==> config.mk <==
export PLATFORM = sky130hd
export DESIGN_NAME = rv_immenc_flat
export DESIGN_NICKNAME = d
export VERILOG_FILES = /design/src/rtl/rv_immenc_if.sv /design/src/rtl/rv_immenc.sv /design/src/flat_wrapper.sv
export SDC_FILE = /design/constraint.sdc
export NUM_CORES = 1
export LEC_CHECK = 0
export ABC_AREA = 1
export BUFFER_PORTS_ARGS = -buffer_cell sky130_fd_sc_hd__clkbuf_2
export CAP_MARGIN = 20
export CORE_AREA = 2 2 102 104
export DETAILED_ROUTE_END_ITERATION = 8
export DIE_AREA = 0 0 104 106
export GPL_ROUTABILITY_DRIVEN = 0
export PLACE_DENSITY_LB_ADDON = 0.12
export REMOVE_ABC_BUFFERS = 1
export SLEW_MARGIN = 10
export SYNTH_ARGS = -nofsm -noshare
export SYNTH_HDL_FRONTEND = slang
export SYNTH_SLANG_ARGS = --single-unit
==> constraint.sdc <==
create_clock -name i_clk -period 1.47 [get_ports i_clk]
set_clock_uncertainty 0.2 [all_clocks]
set_input_delay 0.147 -clock i_clk [delete_from_list [all_inputs] [get_ports i_clk]]
set_output_delay 0.147 -clock i_clk [all_outputs]
set_load 0.005 [all_outputs]
==> src/rtl/rv_immenc_if.sv <==
// rv_immenc shared types and request/response bundle.
// Ports: i_valid/o_ready request, o_valid/i_ready response.
package rv_immenc_pkg;

  localparam logic [2:0] IMMEXT_CTRL_I = 3'd0;
  localparam logic [2:0] IMMEXT_CTRL_S = 3'd1;
  localparam logic [2:0] IMMEXT_CTRL_B = 3'd2;
  localparam logic [2:0] IMMEXT_CTRL_J = 3'd3;
  localparam logic [2:0] IMMEXT_CTRL_U = 3'd4;

  typedef struct packed {
    logic [2:0]  ctrl;
    logic [31:0] imm;
    logic [31:0] base;
    logic        err;
  } s1_t;

endpackage

interface rv_immenc_if #(
  parameter int XLEN = 32
);
  logic            i_valid;
  logic            o_ready;
  logic [2:0]      i_ctrl;
  logic [XLEN-1:0] i_imm;
  logic [31:0]     i_base_instr;
  logic            o_valid;
  logic            i_ready;
  logic [31:0]     o_instr;
  logic            o_err;

  modport master (
    output i_valid, i_ctrl, i_imm,
    output i_base_instr, i_ready,
    input  o_ready, o_valid,
    input  o_instr, o_err
  );

  modport slave (
    input  i_valid, i_ctrl, i_imm,
    input  i_base_instr, i_ready,
    output o_ready, o_valid,
    output o_instr, o_err
  );
endinterface

==> src/rtl/rv_immenc.sv <==
// Two-stage immediate encoder: range check, then field scatter.
// Ports: i_clk, i_rstn, bus (slave), i_err_clr, o_err_cnt.
module rv_immenc #(
  parameter int XLEN      = 32,
  parameter int ERR_CNT_W = 8
) (
  input  logic                 i_clk,
  input  logic                 i_rstn,
  rv_immenc_if.slave           bus,
  input  logic                 i_err_clr,
  output logic [ERR_CNT_W-1:0] o_err_cnt
);
  import rv_immenc_pkg::*;

  logic            s1_valid;
  s1_t             s1_q;
  logic            s2_adv;
  logic            s1_adv;
  logic            out_hs;
  logic [XLEN-1:0] imm;
  logic [2:0]      c;
  logic            in_is;
  logic            in_b;
  logic            in_j;
  logic            err_d;
  logic            s1_i;
  logic            s1_s;
  logic            s1_b;
  logic            s1_j;
  logic [31:0]     instr_d;

  assign s2_adv      = !bus.o_valid | bus.i_ready;
  assign s1_adv      = !s1_valid | s2_adv;
  assign bus.o_ready = s1_adv;
  assign out_hs      = bus.o_valid & bus.i_ready;

  assign imm   = bus.i_imm;
  assign c     = bus.i_ctrl;
  assign in_is = (c == IMMEXT_CTRL_I)
               | (c == IMMEXT_CTRL_S);
  assign in_b  = (c == IMMEXT_CTRL_B);
  assign in_j  = (c == IMMEXT_CTRL_J);

  // Representable iff the bits above the
  // field's sign bit are a pure sign extension.
  always_comb begin
    err_d = 1'b0;
    unique case (1'b1)
      in_is: err_d = !(&imm[31:11]
                     | ~|imm[31:11]);
      in_b:  err_d = !(&imm[31:12]
                     | ~|imm[31:12])
                     | imm[0];
      in_j:  err_d = !(&imm[31:20]
                     | ~|imm[31:20])
                     | imm[0];
      default: err_d = |imm[11:0];
    endcase
  end

  assign s1_i = (s1_q.ctrl == IMMEXT_CTRL_I);
  assign s1_s = (s1_q.ctrl == IMMEXT_CTRL_S);
  assign s1_b = (s1_q.ctrl == IMMEXT_CTRL_B);
  assign s1_j = (s1_q.ctrl == IMMEXT_CTRL_J);

  always_comb begin
    instr_d = s1_q.base;
    unique case (1'b1)
      s1_i: instr_d[31:20] = s1_q.imm[11:0];
      s1_s: begin
        instr_d[31:25] = s1_q.imm[11:5];
        instr_d[11:7]  = s1_q.imm[4:0];
      end
      s1_b: begin
        instr_d[31]    = s1_q.imm[12];
        instr_d[30:25] = s1_q.imm[10:5];
        instr_d[11:8]  = s1_q.imm[4:1];
        instr_d[7]     = s1_q.imm[11];
      end
      s1_j: begin
        instr_d[31]    = s1_q.imm[20];
        instr_d[30:21] = s1_q.imm[10:1];
        instr_d[20]    = s1_q.imm[11];
        instr_d[19:12] = s1_q.imm[19:12];
      end
      default: instr_d[31:12] = s1_q.imm[31:12];
    endcase
  end

  always_ff @(posedge i_clk or negedge i_rstn) begin
    if (!i_rstn) begin
      s1_valid <= 1'b0;
      s1_q     <= '0;
    end else if (s1_adv) begin
      s1_valid <= bus.i_valid;
      if (bus.i_valid) begin
        s1_q.ctrl <= bus.i_ctrl;
        s1_q.imm  <= bus.i_imm;
        s1_q.base <= bus.i_base_instr;
        s1_q.err  <= err_d;
      end
    end
  end

  always_ff @(posedge i_clk or negedge i_rstn) begin
    if (!i_rstn) begin
      bus.o_valid <= 1'b0;
      bus.o_instr <= '0;
      bus.o_err   <= 1'b0;
    end else if (s2_adv) begin
      bus.o_valid <= s1_valid;
      if (s1_valid) begin
        bus.o_instr <= instr_d;
        bus.o_err   <= s1_q.err;
      end
    end
  end

  always_ff @(posedge i_clk or negedge i_rstn) begin
    if (!i_rstn) begin
      o_err_cnt <= '0;
    end else if (i_err_clr) begin
      o_err_cnt <= '0;
    end else if (out_hs & bus.o_err
                 & (o_err_cnt != '1)) begin
      o_err_cnt <= o_err_cnt + 1'b1;
    end
  end

endmodule
==> src/flat_wrapper.sv <==
// flat-port wrapper written by rule: the top's interface ports become plain ports
module rv_immenc_flat import rv_immenc_pkg::*;
#(
  parameter int XLEN      = 32,
  parameter int ERR_CNT_W = 8
)
  (i_clk, i_rstn, i_err_clr, o_err_cnt, bus_i_valid, bus_i_ctrl, bus_i_imm, bus_i_base_instr, bus_i_ready, bus_o_ready, bus_o_valid, bus_o_instr, bus_o_err);
  rv_immenc_if #(.XLEN(XLEN)) bus_i ();
  input  logic i_clk;
  input  logic i_rstn;
  input  logic i_err_clr;
  output logic [ERR_CNT_W-1:0] o_err_cnt;
  input wire logic [$bits(bus_i.i_valid)-1:0] bus_i_valid;
  input wire logic [$bits(bus_i.i_ctrl)-1:0] bus_i_ctrl;
  input wire logic [$bits(bus_i.i_imm)-1:0] bus_i_imm;
  input wire logic [$bits(bus_i.i_base_instr)-1:0] bus_i_base_instr;
  input wire logic [$bits(bus_i.i_ready)-1:0] bus_i_ready;
  output wire logic [$bits(bus_i.o_ready)-1:0] bus_o_ready;
  output wire logic [$bits(bus_i.o_valid)-1:0] bus_o_valid;
  output wire logic [$bits(bus_i.o_instr)-1:0] bus_o_instr;
  output wire logic [$bits(bus_i.o_err)-1:0] bus_o_err;
  assign bus_i.i_valid = bus_i_valid;
  assign bus_i.i_ctrl = bus_i_ctrl;
  assign bus_i.i_imm = bus_i_imm;
  assign bus_i.i_base_instr = bus_i_base_instr;
  assign bus_i.i_ready = bus_i_ready;
  assign bus_o_ready = bus_i.o_ready;
  assign bus_o_valid = bus_i.o_valid;
  assign bus_o_instr = bus_i.o_instr;
  assign bus_o_err = bus_i.o_err;
  rv_immenc #(.XLEN(XLEN), .ERR_CNT_W(ERR_CNT_W)) u_core (.i_clk(i_clk), .i_rstn(i_rstn), .bus(bus_i), .i_err_clr(i_err_clr), .o_err_cnt(o_err_cnt));
endmodule
==> impl_metrics.json, run 1 <==
{
  "status": "finished, violations left",
  "violations": "hold timing, setup timing",
  "drt-total-wl_um": 12300,
  "clk_pin_slew_ps": 100,
  "required_ps": 1550,
  "num_rows": 37,
  "netlist-cell-type-count": 33,
  "syn_avg_cell_area_um2": 8.28,
  "grt_usage_pct": 22.0,
  "numCtsBuffers": 9,
  "htreeDepth": 3,
  "root_buffer": "clkbuf_8",
  "routed_via_density": 4.88,
  "yosysSeqAreaShare_pct": 55.9,
  "p_sw_w": 0.00255,
  "synth_warnings": 0,
  "synth.area.top_cells": "dfrtp_1, nand2_1, nor2_1",
  "grt-ovfl-total": 0,
  "final_util_pct": 66.9,
  "netSwitchingFraction_pct": 32.7,
  "drc": 0,
  "cap_violations": 0,
  "holdCritStartpoint": "bus_i_ready",
  "synth-seq-cells": 104,
  "hp-class": "in2reg",
  "tightest_slew_ps": 293,
  "synthCells": 563,
  "vdd_drop_max_uv": 668,
  "p_comb_share_pct": 29.5,
  "rsz0062_at_grt": "yes",
  "synth.cell_area_um2": 4660,
  "cts.path.max_buffers": 2,
  "area_growth_pct": 43.7,
  "io_pins": 115,
  "relSlewSlack_pct": 80.5,
  "grt_pass1_vias": 4173,
  "io_buffer_count": 107,
  "antenna_found_initial": 0,
  "p_int_w": 0.00526,
  "power.total_w": 0.00781,
  "final.period_utilization_pct": 106,
  "ctsHoldBuffers": 62,
  "leakagePower_nw": 3.37,
  "wl_per_cell_um": 13.8,
  "die_w_um": 104,
  "slew_viol_final": 0,
  "critPathArrivalTime_ps": 1630,
  "instances_no_fill": 888,
  "seq_power_share_pct": 49.0,
  "pwr-share-clk_pct": 21.6,
  "endpoint_kind": "flip-flop",
  "yosysTopAreaCell": "dfrtp_1",
  "drive_gt1_share_pct": 27.7,
  "dieArea_um2": 11000,
  "n_antenna_cell": 0,
  "drtIter0Drc": 195,
  "layout_min_cycle_time_ps": 1560,
  "cp_max_fo": 6,
  "power_density_nw_per_um2": 1170,
  "crit_path_start_kind": "flip-flop",
  "place_worst_setup_slack_ps": -76.0,
  "grt_pass1_wl_um": 19700,
  "dpl.cell_count": 813,
  "core_area_um2": 10000,
  "max_freq_mhz": 642,
  "setup_viol": 9,
  "synth_top_area_share_pct": 55.9,
  "postRouteAntennaNets": 0,
  "finalHoldViolations": 2,
  "r2r_start": "u_core.o_err_cnt[0]",
  "die_h_um": 106,
  "whs_ps": -81.2,
  "initial_core_util_pct": 46.6,
  "tritoncts": "yes",
  "setup_slack_ps": -87.2,
  "hpwlAfterDp_um": 8180,
  "tns_ps": -556,
  "dr_total_vias": 4333,
  "worstSetupPathType": "reg2reg",
  "clk_latency_ps": 360,
  "nNetsFinal": 820,
  "clock_sinks": 104,
  "grt_max_degree": 46,
  "dr.pass1.iters": 4,
  "crit_path_start": "u_core.o_err_cnt[0]"
}
-- layer usage --
layer	track usage (%)	vias up	part of all wire [%]
met3	3.37	12	4.2
met2	36.3	103	48
met5	0	-	0
met4	6.76	0	0.88
li1	-	2160	-
met1	30.1	2058	47
-- registers in the layout, indices dropped and copies added (netlist names) --
signal / count
u_core.instr_d: 7
u_core.bus.o_valid: 1
u_core.o_err_cnt: 8
u_core.bus.o_err: 1
u_core.s1_valid: 1
u_core.s1_q: 54
u_core.bus.o_instr: 32
-- cell families after synthesis --
group / synth area share [%]
AOI/OAI and AO/OA: 11.8
xor gates and xnor gates: 0.564
adders and majority gates: 0.268
buffers and inverters: 7.04
DFF: 55.9
and+or+nand+nor: 24.5
-- cells in the final DEF, fill, tap and decap left out, types with 16 or more instances in the layout --
| master | count |
|---|---|
| dfrtp_1 | 101 |
| dlygate4sd3_1 | 58 |
| a21oi_1 | 27 |
| nand3_1 | 16 |
| nor2_1 | 44 |
| clkbuf_2 | 92 |
| o21ai_0 | 27 |
| o21ai_1 | 19 |
| nand2_1 | 180 |
| inv_1 | 42 |
| buf_4 | 22 |
-- worst max-delay path, stage by stage (launching register included) --
cell and delay, ps:
dfrtp_1 370, ha_2 190, nand2_2 60, nor3_4 150, nand3_2 120, nand2_4 110, nand2_4 70, clkinv_4 80
nand2_1 50, o31ai_1 60
-- repair_timing --
action	in CTS	in global routing
gates cloned	0	3
pin swaps	3	19
hold endpoints to repair	171	2
setup endpoints to repair	47	71
gates resized for setup	9	72
buffers inserted	3	5
-- Yosys cell counts (all sizes together) --
master / count
nand2: 196
dfrtp: 104
inv: 55
nor2: 50
o21ai: 47
a21oi: 35
nand3: 22
buf: 17
a31oi: 7
clkbuf: 5
nand4: 4
o211ai: 3
o22ai: 3
o31ai: 3
nor3: 2
o221ai: 2
xor2: 2
a31o: 1
and3: 1
clkinv: 1
ha: 1
or2: 1
xnor2: 1
-- layout make-up --
type                    count  area (µm²)
clock inverters             4        28.8
well taps                 136         170
repair buffers            195        1580
flip-flops and latches    104        2610
multi-input cells         381        1920
fillers                   838        3310
clock buffers              12         155
inverters                  56         238
-- per-stage QoR --
stage / instance area (µm²) / hold slack [ps]
after floorplan: 4550 / -349
after global placement: 5550 / -146
after detailed placement: 5550 / -147
after CTS: 6400 / -82.1
after global routing: 6690 / -72.2
final: 6690 / -81.2
-- worst paths after layout --
path,cells after the start,end,slack [ps]
max,9,u_core.o_err_cnt[7],-90
min,4,u_core.bus.o_valid,-80
max reg2reg,9,u_core.o_err_cnt[7],-90
min reg2reg,2,u_core.s1_q[61],290
max in group asynchronous,3,u_core.s1_q[66],520
min in group asynchronous,2,u_core.bus.o_instr[0],0
-- power by group through the flow --
stage                     Clock (W)  Combinational, W  Sequential, W
after floorplan                   0          0.000893        0.00382
after global placement            0           0.00189        0.00382
after detailed placement          0           0.00192        0.00384
after CTS                   0.00172           0.00209        0.00379
after global routing        0.00182           0.00257        0.00390
final                       0.00168           0.00230        0.00383
Note: power is estimated with default switching activity, not from simulation.
==> run 2: changes to the inputs <==
ABC_AREA = not set   (was 1)
CORE_AREA = 2 2 103 105   (was 2 2 102 104)
DIE_AREA = 0 0 105 107   (was 0 0 104 106)
==> run 2 against run 1 <==
Net effect:
- the run still ends with hold timing, setup timing left
- via count decreased by 15%
- count of clock-buffer cells in the layout down 1
- hold slack improved by 41 ps
- die area rose by 1.9%
- non-clock buffer count grew 64
- total power up 0.47%
- highest routed layer unchanged
==> impl_metrics.json, run 2 <==
{
  "power.total_w": 0.00785,
  "grt_usage_pct": 21.7,
  "final_cell_mix": "clkbuf_2, dfrtp_1, mux2_4",
  "setup_viol": 77,
  "cts.path.max_buffers": 2,
  "drt-total-wl_um": 12200,
  "relSlewSlack_pct": 67.6,
  "synth_commonest_cells": "dfrtp_1, mux2_4, nand2_1",
  "htreeDepth": 3,
  "hpwlAfterDp_um": 7750,
  "syn_avg_cell_area_um2": 13.3,
  "drive_gt1_share_pct": 49.3,
  "core_area_um2": 10100,
  "max_freq_mhz": 599,
  "seq_power_share_pct": 47.1,
  "p_comb_share_pct": 29.4,
  "vdd_drop_max_uv": 693,
  "ctsHoldBuffers": 64,
  "initial_core_util_pct": 47.2,
  "n_antenna_cell": 0,
  "crit_path_start_kind": "flip-flop",
  "yosysTopAreaCell": "dfrtp_1",
  "grt_use_met3_pct": 3.77,
  "grt_max_degree": 56,
  "p_int_w": 0.00561,
  "finalHoldViolations": 1,
  "grt_pass1_wl_um": 19000,
  "netlist-cell-type-count": 41,
  "yosysMostFrequentCell": "dfrtp_1",
  "clk_latency_ps": 380,
  "pwr-share-clk_pct": 23.4,
  "clock_sinks": 104,
  "die_w_um": 105,
  "met2_usage_pct": 36.7,
  "io_buffer_count": 107,
  "synthArstFlopShare_pct": 100,
  "synth_top_area_share_pct": 54.6,
  "cp_slowest_cell": "dfrtp_2",
  "met1_usage_pct": 27.9,
  "whs_ps": -39.9,
  "power_density_nw_per_um2": 1080,
  "final_common_cell": "clkbuf_2",
  "grt-ovfl-total": 0,
  "cp_max_fo": 6,
  "synth.area.top_cells": "dfrtp_1, mux2_4, mux2i_1",
  "regMostFlops": "u_core.s1_q",
  "p_sw_w": 0.00224,
  "area_growth_pct": 52.4,
  "grt-busiest-layer": "met2",
  "root_buffer": "clkbuf_8",
  "die_h_um": 107,
  "worstSetupPathType": "reg2reg",
  "synth_flop_cell": "dfrtp_1",
  "critPathMaxStageDelay_ps": 450,
  "nNetsFinal": 681,
  "synth-seq-cells": 104,
  "dr_total_vias": 3688,
  "synth.cell_area_um2": 4760,
  "numCtsBuffers": 9,
  "num_rows": 37,
  "synth_edf_count": 0,
  "instances_no_fill": 749,
  "dr.pass1.iters": 4,
  "hp-class": "in2reg",
  "grt_pass1_vias": 3871,
  "routed_via_density": 4.92,
  "clk_pin_slew_ps": 100,
  "layout_min_cycle_time_ps": 1670,
  "dieArea_um2": 11200,
  "tritoncts": "yes",
  "critPathArrivalTime_ps": 1740,
  "synthCells": 357,
  "slew_viol_final": 0,
  "yosysSeqAreaShare_pct": 54.6,
  "required_ps": 1540,
  "postRouteAntennaNets": 0,
  "cp_cell_sequence": "nand3b_4 -> and2_4 -> buf_6 -> clkbuf_16 -> mux2_4",
  "largest_register_ffs": 54,
  "violations": "hold timing, setup timing",
  "setup_slack_ps": -201,
  "tightest_slew_ps": 481,
  "antenna_found_initial": 0,
  "status": "finished, violations left",
  "final.period_utilization_pct": 114,
  "dpl.cell_count": 651,
  "wl_per_cell_um": 16.3,
  "drc": 0,
  "rsz0062_at_grt": "yes",
  "netSwitchingFraction_pct": 28.5,
  "leakagePower_nw": 3.51,
  "endpoint_kind": "flip-flop",
  "cap_violations": 0,
  "biggestRegsByFlops": "u_core.s1_q: 54 flops, u_core.bus.o_instr: 32 flops, u_core.o_err_cnt: 8 flops",
  "io_pins": 115,
  "synth_warnings": 0,
  "drtIter0Drc": 132
}
==> run 2: changes by cell type in the layout (fill, tap and decap cells not counted), sizes merged, moves of 8 or more <==
cell,delta
nand2,-164
a21oi,-25
mux2,+66
o21ai,-19
nand3,-16
nor2,-35
mux2i,+25
buf,+48
nor4,+8
clkbuf,+13
inv,-51
==> run 2: power by group through the flow <==
stage	Sequential [W]	Clock, W	Combinational (W)
2_1_floorplan	0.00371	0	0.000904
3_3_place_gp	0.00370	0	0.00180
3_5_place_dp	0.00372	0	0.00184
4_1_cts	0.00369	0.00186	0.00218
5_1_grt	0.00376	0.00197	0.00250
6_report	0.00370	0.00184	0.00231
==> run 2: logic make-up (layout without fill, tap and decap cells) <==
family	count (synthesis)	after routing	synth area share, %
AOI/OAI and AO/OA	48	48	6.04
xor gates and xnor gates	7	7	1.68
adders and majority gates	1	1	0.263
buffers and inverters	23	279	4.18
DFF	104	104	54.6
muxes	91	91	24.7
and+or+nand+nor	83	83	8.51
==> run 2: final timing paths <==
path	startpoint	end	slack, ps	depth (start not counted)
min in group asynchronous	i_rstn	u_core.bus.o_instr[10]	110	3
min	bus_i_ready	u_core.bus.o_valid	-40	3
max	u_core.bus.o_valid	u_core.s1_q[11]	-200	5
max reg2reg	u_core.bus.o_valid	u_core.s1_q[11]	-200	5
max in group asynchronous	i_rstn	u_core.bus.o_instr[6]	470	3
min reg2reg	u_core.bus.o_instr[9]	u_core.bus.o_instr[9]	290	2
==> run 2: stage by stage <==
stage | TNS, ps | utilization, % | area [µm²] | setup WS (ps)
after detailed placement | -8840 | 58.5 | 5900 | -330
after global routing | -14760 | 72.0 | 7260 | -244
final | -10200 | 72.0 | 7260 | -201
after floorplan | -40300 | - | 4580 | -689
after global placement | -7460 | 58.5 | 5900 | -309
after CTS | -9200 | 69.7 | 7030 | -173
==> run 2: area by class of cell <==
type                    count  area, µm²
fillers                   727       2830
multi-input cells         230       2140
clock buffers              11        141
well taps                 136        170
clock inverters             5       56.3
inverters                   4       15.0
repair buffers            259       2130
flip-flops and latches    104       2610
==> run 2: repair_timing <==
item | in CTS | in global routing
setup buffers | 9 | 6
endpoints found under the setup margin | 100 | 102
endpoints found under the hold margin | 174 | 1
cloned | 2 | 5
gates resized for setup | 55 | 30
pin swaps | 12 | 5
==> run 2: critical path, delay by kind of cell, from the launching register on <==
| kind | cells | cell delay (ps) |
|---|---|---|
| DFF | 1 | 450 |
| and+or+nand+nor | 2 | 330 |
| muxes | 1 | 300 |
| buffers and inverters | 2 | 290 |
==> run 2: routing by layer <==
metal	part of all wire, %	routed length [µm]	vias to the layer above
li1	-	-	1772
met1	45	5510	1806
met3	4.0	494	20
met4	2.1	261	0
met2	49	5960	90
met5	0	0	-
